File: config.mk
export PLATFORM = sky130hd
export DESIGN_NAME = matmul_row_col_seq_flat
export DESIGN_NICKNAME = d
export VERILOG_FILES = /design/src/rtl/matmul_row_col_seq_pkg.sv /design/src/rtl/matmul_row_col_seq_if.sv /design/src/rtl/matmul_row_col_seq_col_gather.sv /design/src/rtl/matmul_row_col_seq.sv /design/src/flat_wrapper.sv
export SDC_FILE = /design/constraint.sdc
export NUM_CORES = 2
export LEC_CHECK = 0
export CAP_MARGIN = 40
export CELL_PAD_IN_SITES_DETAIL_PLACEMENT = 2
export CELL_PAD_IN_SITES_GLOBAL_PLACEMENT = 2
export CORE_ASPECT_RATIO = 0.5
export CORE_MARGIN = 3
export CORE_UTILIZATION = 31
export CTS_CLUSTER_SIZE = 14
export DETAILED_ROUTE_END_ITERATION = 10
export HOLD_SLACK_MARGIN = 0.06
export PLACE_DENSITY_LB_ADDON = 0.1
export SYNTH_ARGS = -nofsm -noshare
export SYNTH_HDL_FRONTEND = slang
export SYNTH_HIERARCHICAL = 1
export SYNTH_SLANG_ARGS = --single-unit
File: constraint.sdc
create_clock -name clk -period 9.2 [get_ports clk]
set_input_delay 1.84 -clock clk [delete_from_list [all_inputs] [get_ports clk]]
set_output_delay 1.84 -clock clk [all_outputs]
set_load 0.005 [all_outputs]
File: src/rtl/matmul_row_col_seq_pkg.sv
// matmul_pkg: shared sizes, state encoding and packed-matrix offset helper
// for the 5x5 row/column sequencer.
// Packing: element (r,c) lives at bits [off(r,c) -: EW], row-major, MSB-first.
package matmul_pkg;
    localparam int DIM    = 5;
    localparam int EW     = 8;
    localparam int ROW_W  = DIM * EW;
    localparam int MAT_W  = DIM * ROW_W;
    localparam int N_ELEM = DIM * DIM;

    typedef enum logic [1:0] {
        IDLE = 2'd0,
        RUN  = 2'd1,
        DONE = 2'd2
    } state_e;

    // MSB index of element (r,c) inside a packed MAT_W-bit matrix
    function automatic int off(input int r, input int c);
        return MAT_W - 1 - EW * (DIM * r + c);
    endfunction
endpackage

File: src/rtl/matmul_row_col_seq_if.sv
// matmul_row_col_seq_if: command/result bus plus the lin/col/prod link to the
// external inner-product unit.
//   master : coprocessor side (drives start, operands, inner-product result)
//   slave  : the sequencer
// Optional macro MATMUL_SEQ_OVF_MAP_EN adds the per-element overflow map.
interface matmul_row_col_seq_if;
    import matmul_pkg::*;

    logic             start;
    logic [MAT_W-1:0] a_mat;
    logic [MAT_W-1:0] b_mat;
    logic [ROW_W-1:0] lin_o;
    logic [ROW_W-1:0] col_o;
    logic [EW-1:0]    prod_i;
    logic             prod_ovf_i;
    logic [MAT_W-1:0] c_mat;
    logic             ovf;
    logic             busy;
    logic             done;
`ifdef MATMUL_SEQ_OVF_MAP_EN
    logic [N_ELEM-1:0] ovf_map;

    modport master (output start, a_mat, b_mat, prod_i, prod_ovf_i,
                    input  lin_o, col_o, c_mat, ovf, busy, done, ovf_map);
    modport slave  (input  start, a_mat, b_mat, prod_i, prod_ovf_i,
                    output lin_o, col_o, c_mat, ovf, busy, done, ovf_map);
`else
    modport master (output start, a_mat, b_mat, prod_i, prod_ovf_i,
                    input  lin_o, col_o, c_mat, ovf, busy, done);
    modport slave  (input  start, a_mat, b_mat, prod_i, prod_ovf_i,
                    output lin_o, col_o, c_mat, ovf, busy, done);
`endif
endinterface

File: src/rtl/matmul_row_col_seq_col_gather.sv
// mat_col_gather: combinational extraction of column j from a packed DIMxDIM
// matrix into row format (element k of the column at [ROW_W-1-EW*k -: EW]).
// Ports: mat (packed matrix in), j (column index in), col (column out).
// Out-of-range j yields zero.
module mat_col_gather
    import matmul_pkg::*;
(
    input  logic [MAT_W-1:0] mat,
    input  logic [2:0]       j,
    output logic [ROW_W-1:0] col
);
    // Pick element (k,j) of every row k
    always_comb begin
        col = {ROW_W{1'b0}};
        if (j < 3'd5) begin
            for (int k = 0; k < DIM; k++) begin
                col[ROW_W - 1 - EW * k -: EW] = mat[off(k, int'(j)) -: EW];
            end
        end else begin
            col = {ROW_W{1'b0}};
        end
    end
endmodule

File: src/rtl/matmul_row_col_seq.sv
// matmul_row_col_seq: sequencer for C = A x B over 5x5 signed 8-bit matrices.
// Latches A/B on start, then for idx = 0..24 drives row i=idx/5 of A and
// column j=idx%5 of B to an external combinational inner-product unit and
// captures its result/overflow into C. busy is high for the 25 RUN cycles,
// done pulses for one cycle afterwards.
// Ports: clk, rst (sync, active-high), bus (matmul_row_col_seq_if.slave).
// Optional macro MATMUL_SEQ_OVF_MAP_EN: adds ovf_map, bit 24-idx holding the
// overflow flag of element idx.
module matmul_row_col_seq
    import matmul_pkg::*;
(
    input  logic               clk,
    input  logic               rst,
    matmul_row_col_seq_if.slave bus
);
    localparam logic [1:0] ST_IDLE = 2'(IDLE);
    localparam logic [1:0] ST_RUN  = 2'(RUN);
    localparam logic [1:0] ST_DONE = 2'(DONE);
    localparam logic [4:0] LAST_IDX = 5'd24;

    logic [1:0]       state_r;
    logic [4:0]       idx_r;
    logic [MAT_W-1:0] a_r;
    logic [MAT_W-1:0] b_r;
    logic [MAT_W-1:0] c_r;
    logic             ovf_r;
    logic             busy_r;
    logic             done_r;
    logic [2:0]       i_s;
    logic [2:0]       j_s;
    logic [ROW_W-1:0] lin_s;
    logic [ROW_W-1:0] col_s;
`ifdef MATMUL_SEQ_OVF_MAP_EN
    logic [N_ELEM-1:0] ovf_map_r;
`endif

    assign i_s = 3'(idx_r / 5'd5);
    assign j_s = 3'(idx_r % 5'd5);

    // Row i of the latched A; rows are contiguous so this is a single slice
    always_comb begin
        lin_s = {ROW_W{1'b0}};
        if (i_s < 3'd5) begin
            lin_s = a_r[off(int'(i_s), 0) -: ROW_W];
        end else begin
            lin_s = {ROW_W{1'b0}};
        end
    end

    mat_col_gather u_col_gather (
        .mat (b_r),
        .j   (j_s),
        .col (col_s)
    );

    // Control FSM, operand latches and result capture
    always_ff @(posedge clk) begin
        if (rst) begin
            state_r <= ST_IDLE;
            idx_r   <= 5'd0;
            a_r     <= {MAT_W{1'b0}};
            b_r     <= {MAT_W{1'b0}};
            c_r     <= {MAT_W{1'b0}};
            ovf_r   <= 1'b0;
            busy_r  <= 1'b0;
            done_r  <= 1'b0;
`ifdef MATMUL_SEQ_OVF_MAP_EN
            ovf_map_r <= {N_ELEM{1'b0}};
`endif
        end else begin
            case (state_r)
                ST_IDLE: begin
                    done_r <= 1'b0;
                    if (bus.start) begin
                        a_r     <= bus.a_mat;
                        b_r     <= bus.b_mat;
                        c_r     <= {MAT_W{1'b0}};
                        ovf_r   <= 1'b0;
                        idx_r   <= 5'd0;
                        busy_r  <= 1'b1;
                        state_r <= ST_RUN;
`ifdef MATMUL_SEQ_OVF_MAP_EN
                        ovf_map_r <= {N_ELEM{1'b0}};
`endif
                    end
                end
                ST_RUN: begin
                    c_r[off(int'(i_s), int'(j_s)) -: EW] <= bus.prod_i;
                    ovf_r <= ovf_r | bus.prod_ovf_i;
`ifdef MATMUL_SEQ_OVF_MAP_EN
                    ovf_map_r[LAST_IDX - idx_r] <= bus.prod_ovf_i;
`endif
                    // idx saturates at the last element; it never wraps
                    if (idx_r == LAST_IDX) begin
                        busy_r  <= 1'b0;
                        done_r  <= 1'b1;
                        state_r <= ST_DONE;
                    end else begin
                        idx_r <= idx_r + 5'd1;
                    end
                end
                ST_DONE: begin
                    done_r  <= 1'b0;
                    state_r <= ST_IDLE;
                end
                default: begin
                    busy_r  <= 1'b0;
                    done_r  <= 1'b0;
                    state_r <= ST_IDLE;
                end
            endcase
        end
    end

    assign bus.lin_o = lin_s;
    assign bus.col_o = col_s;
    assign bus.c_mat = c_r;
    assign bus.ovf   = ovf_r;
    assign bus.busy  = busy_r;
    assign bus.done  = done_r;
`ifdef MATMUL_SEQ_OVF_MAP_EN
    assign bus.ovf_map = ovf_map_r;
`endif
endmodule

File: src/flat_wrapper.sv
// flat-port wrapper written by rule: the top's interface ports become plain ports
module matmul_row_col_seq_flat import matmul_pkg::*;
  (clk, rst, bus_start, bus_a_mat, bus_b_mat, bus_prod_i, bus_prod_ovf_i, bus_lin_o, bus_col_o, bus_c_mat, bus_ovf, bus_busy, bus_done);
  matmul_row_col_seq_if bus_i ();
  input  logic clk;
  input  logic rst;
  input wire logic [$bits(bus_i.start)-1:0] bus_start;
  input wire logic [$bits(bus_i.a_mat)-1:0] bus_a_mat;
  input wire logic [$bits(bus_i.b_mat)-1:0] bus_b_mat;
  input wire logic [$bits(bus_i.prod_i)-1:0] bus_prod_i;
  input wire logic [$bits(bus_i.prod_ovf_i)-1:0] bus_prod_ovf_i;
  output wire logic [$bits(bus_i.lin_o)-1:0] bus_lin_o;
  output wire logic [$bits(bus_i.col_o)-1:0] bus_col_o;
  output wire logic [$bits(bus_i.c_mat)-1:0] bus_c_mat;
  output wire logic [$bits(bus_i.ovf)-1:0] bus_ovf;
  output wire logic [$bits(bus_i.busy)-1:0] bus_busy;
  output wire logic [$bits(bus_i.done)-1:0] bus_done;
  assign bus_i.start = bus_start;
  assign bus_i.a_mat = bus_a_mat;
  assign bus_i.b_mat = bus_b_mat;
  assign bus_i.prod_i = bus_prod_i;
  assign bus_i.prod_ovf_i = bus_prod_ovf_i;
  assign bus_lin_o = bus_i.lin_o;
  assign bus_col_o = bus_i.col_o;
  assign bus_c_mat = bus_i.c_mat;
  assign bus_ovf = bus_i.ovf;
  assign bus_busy = bus_i.busy;
  assign bus_done = bus_i.done;
  matmul_row_col_seq u_core (.clk(clk), .rst(rst), .bus(bus_i));
endmodule
==> reports/summary.txt <==
Final-layout fill cell count = 12300
Number of I/O port buffers = 694
Post-synthesis register bit count = 610
Hold_ws = 469 ps
Worst EP arrival = 7080 ps
Syn_area_per_cell = 8.26 µm²
Ys Warns = 6
Chip width = 479 µm
Clock Tree Buf Depth = 3
Status = finished clean
Post-synthesis adder-cell area fraction = 1.05%
Synth Area in Compound Gates = 23.8%
Initial Utilization = 31.4%
DIE AREA = 116000 µm²
Hold-fix buffers, CTS = 0
Largest family of logic cells by synthesized area = compound AO/OA/AOI/OAI gates
Max Cap Violations = 0
Crit path time final = 8920 ps
Area grow syn2layout = 29.9%
Setup TNS = 0 ps
CTS tree = yes
PD cells = 152 nW/µm²
CP required = 7360 ps
Area of the core = 111000 µm²
DRC = 0
Vias in the first global route = 38400
IO Count = 695
Crit path launch type = flop
PnR Total Power = 6840 µW
Vias post-DR = 36800
Final period utilization = 97.0%
Post-DP HPWL = 147 mm
Final Hold Fails = 0
Post-synthesis cell area = 34700 µm²
Final Wtd Congestion = 1.01
Post-synthesis cell type count = 102
Setup Skew = 25.6 ps
Latest clock arrival within the worst-skew pair = 690 ps
Final setup vio count = 0
Post-Syn Instances = 4202
Max-slew violations = 0
Die Height = 243 µm
Post-Route WL = 191 mm
Net Count, Synth = 4641
Layout cell share with drive strength beyond 1 = 9.03%
Htree depth = 2
Drt wl/cell = 30.5 µm
RSZ-0062 raised after global routing = false
Vias per inst = 5.88
Initial DRC Count = 3215
Pre-Repair DR Iteration Count = 6
Post-route ant nets = 0
FMAX = 0.112 GHz
Final Cell Area = 45100 µm²
Xor and xnor area share after synthesis = 0.804%
Worst rel slew slack = 26.3%
Hold crit path type = reg -> reg
Placed cell areas = 43000 µm²
Worst IR Drop VDD = 0.143 mV
Std-Cell Rows = 86
CTS Buf Count = 58
Crit end category = output pin
Nets = 5148
Async set-reset flop share out of synthesis = 0%
Prevailing post-synth register cell = dfxtp_1
EDFF count, synth = 0
Worst Max-Slew Pin Slew = 1090 ps
Global-route wire length before repair = 276 mm
Critical path type = reg -> out
Clock transition at path regs = 60 ps
Lkg Pwr = 0.0156 µW
Post-synthesis simple-gate area fraction = 18.5%
Total GRT Usage = 31.5%
Fraction of the yosys area taken by sequential cells = 35.2%
Largest net degree at the start of global routing = 197
Mux contribution to synthesized area = 15.4%
# clock sinks = 610
CTS root buf = clkbuf_16
Gr ovfl total = 0
Antenna violations before repair = 10
Max FO, Critical Path = 27
## layout by cell type (no fill, tap or decap), drive strengths merged, types with 11 or more instances in the layout
cell type and instances:
o22ai 75, o221ai 35, clkbuf 81, clkdlybuf4s50 693, a32o 57, nor2 188
a21o 19, clkinv 12, o22a 18, nor4 16, a32oi 14, inv 29
o211ai 24, nand2 1092, a211oi 21, a22o 137, ha 26, mux4 118
mux2i 244, nor3 44, nor3b 11, nor2b 16, xnor2 17, and2 14
buf 118, a221oi 26, a21oi 532, or3 12, dfxtp 610, nand3 59
and3 29, mux2 22, a31oi 46, o21ai 109, a22oi 22, xor2 11
nand2b 13, o2bb2ai 22
## synth_stat cells (all sizes together) (16+ instances only)
library cell,instances,area (µm²)
o21ai,109,546
nor2,188,708
mux2i,244,2440
mux2,22,248
clkbuf,243,912
a22o,137,1200
a211oi,21,163
o221ai,35,307
nand3,59,300
ha,26,325
dfxtp,610,12200
xnor2,17,168
mux4,118,2660
buf,121,821
inv,25,93.8
and3,29,181
nor2b,16,108
nor4,16,121
nand2,1092,4110
nor3,44,220
o211ai,24,180
o22ai,75,469
a21oi,532,2690
a22oi,22,165
a31oi,46,375
a221oi,26,228
a32o,57,571
o2bb2ai,22,211
o22a,18,158
a21o,19,143
## cell type report
class                      count  area [µm²]  area share (%)
multi-input combinational   3202       20900            46.4
sequential                   610       12200            27.1
timing repair buffer         811        8040            17.8
tap                         1496        1870            4.15
clock buffer                  81        1630            3.61
clock inverter                23         330           0.732
inverter                      26         105           0.233
antenna                        4        10.0          0.0222
## worst paths after layout
check             slack [ps]  depth (start not counted)                    to                 start
setup / recovery         280                         19         bus_lin_o[31]       u_core/idx_r[0]
hold / removal           470                          1  u_core/bus.c_mat[94]  u_core/bus.c_mat[94]
setup reg to reg        1630                         23  u_core/bus.c_mat[71]       u_core/idx_r[3]
hold reg to reg          470                          1  u_core/bus.c_mat[94]  u_core/bus.c_mat[94]
## cell families after synthesis
group	after synthesis
fa+ha+maj	29
compound gates	1239
flops	610
buf+inv	390
mux	384
simple gates	1522
xor+xnor	28
## metal layers
| metal | wire length, µm | vias up | track usage [%] | share of wire, % |
|---|---|---|---|---|
| met5 | 38 | - | 0 | 0.020 |
| met4 | 5860 | 6 | 8.67 | 3.1 |
| met3 | 10700 | 281 | 4.22 | 5.6 |
| met2 | 94000 | 1337 | 55.2 | 49 |
| met1 | 80000 | 18900 | 40.3 | 42 |
| li1 | - | 16300 | - | - |
## through the flow
stage          utilization (%)  instances  setup WS (ps)
2_1_floorplan                -       4202            945
3_3_place_gp              38.8       6137            538
3_5_place_dp              38.9       6144            311
4_1_cts                   40.7       6248           34.8
5_1_grt                   40.8       6251           4.99
6_report                  40.8       6253            276
## where the power goes
part           internal (µW)  leakage (µW)  switching [µW]  total [µW]
Clock                   1410      0.000956            1170        2580
Combinational            576       0.00966             749        1330
Sequential              2750       0.00498             178        2930
Total                   4740        0.0156            2100        6840
## state kept, by name (all words and copies together) (netlist names)
register,count
u_core/bus.busy,1
u_core/bus.ovf,1
u_core/state_r,2
u_core/b_r,200
u_core/idx_r,5
u_core/bus.done,1
u_core/a_r,200
u_core/bus.c_mat,200
## repair_timing
item / CTS / global route
gates resized for setup: 10 / 14
setup endpoints to repair: 18 / 64
pin swaps: 0 / 2
buffers inserted: 0 / 1
## worst max-delay path, stage by stage (launching register included)
cell and delay [ps]:
dfxtp_1 360, inv_1 240, ha_1 240, a21oi_1 80, a211o_1 290, nand2_4 140
inv_2 140, ha_1 220, a311oi_2 360, and2_2 340, a21oi_4 130, ha_1 490
nand4b_1 270, o22ai_1 540, xnor2_2 350, buf_4 500, a211o_1 150, o311ai_0 350
a221oi_1 580, clkdlybuf4s50_1 640
Note: power is estimated with default switching activity, not from simulation.
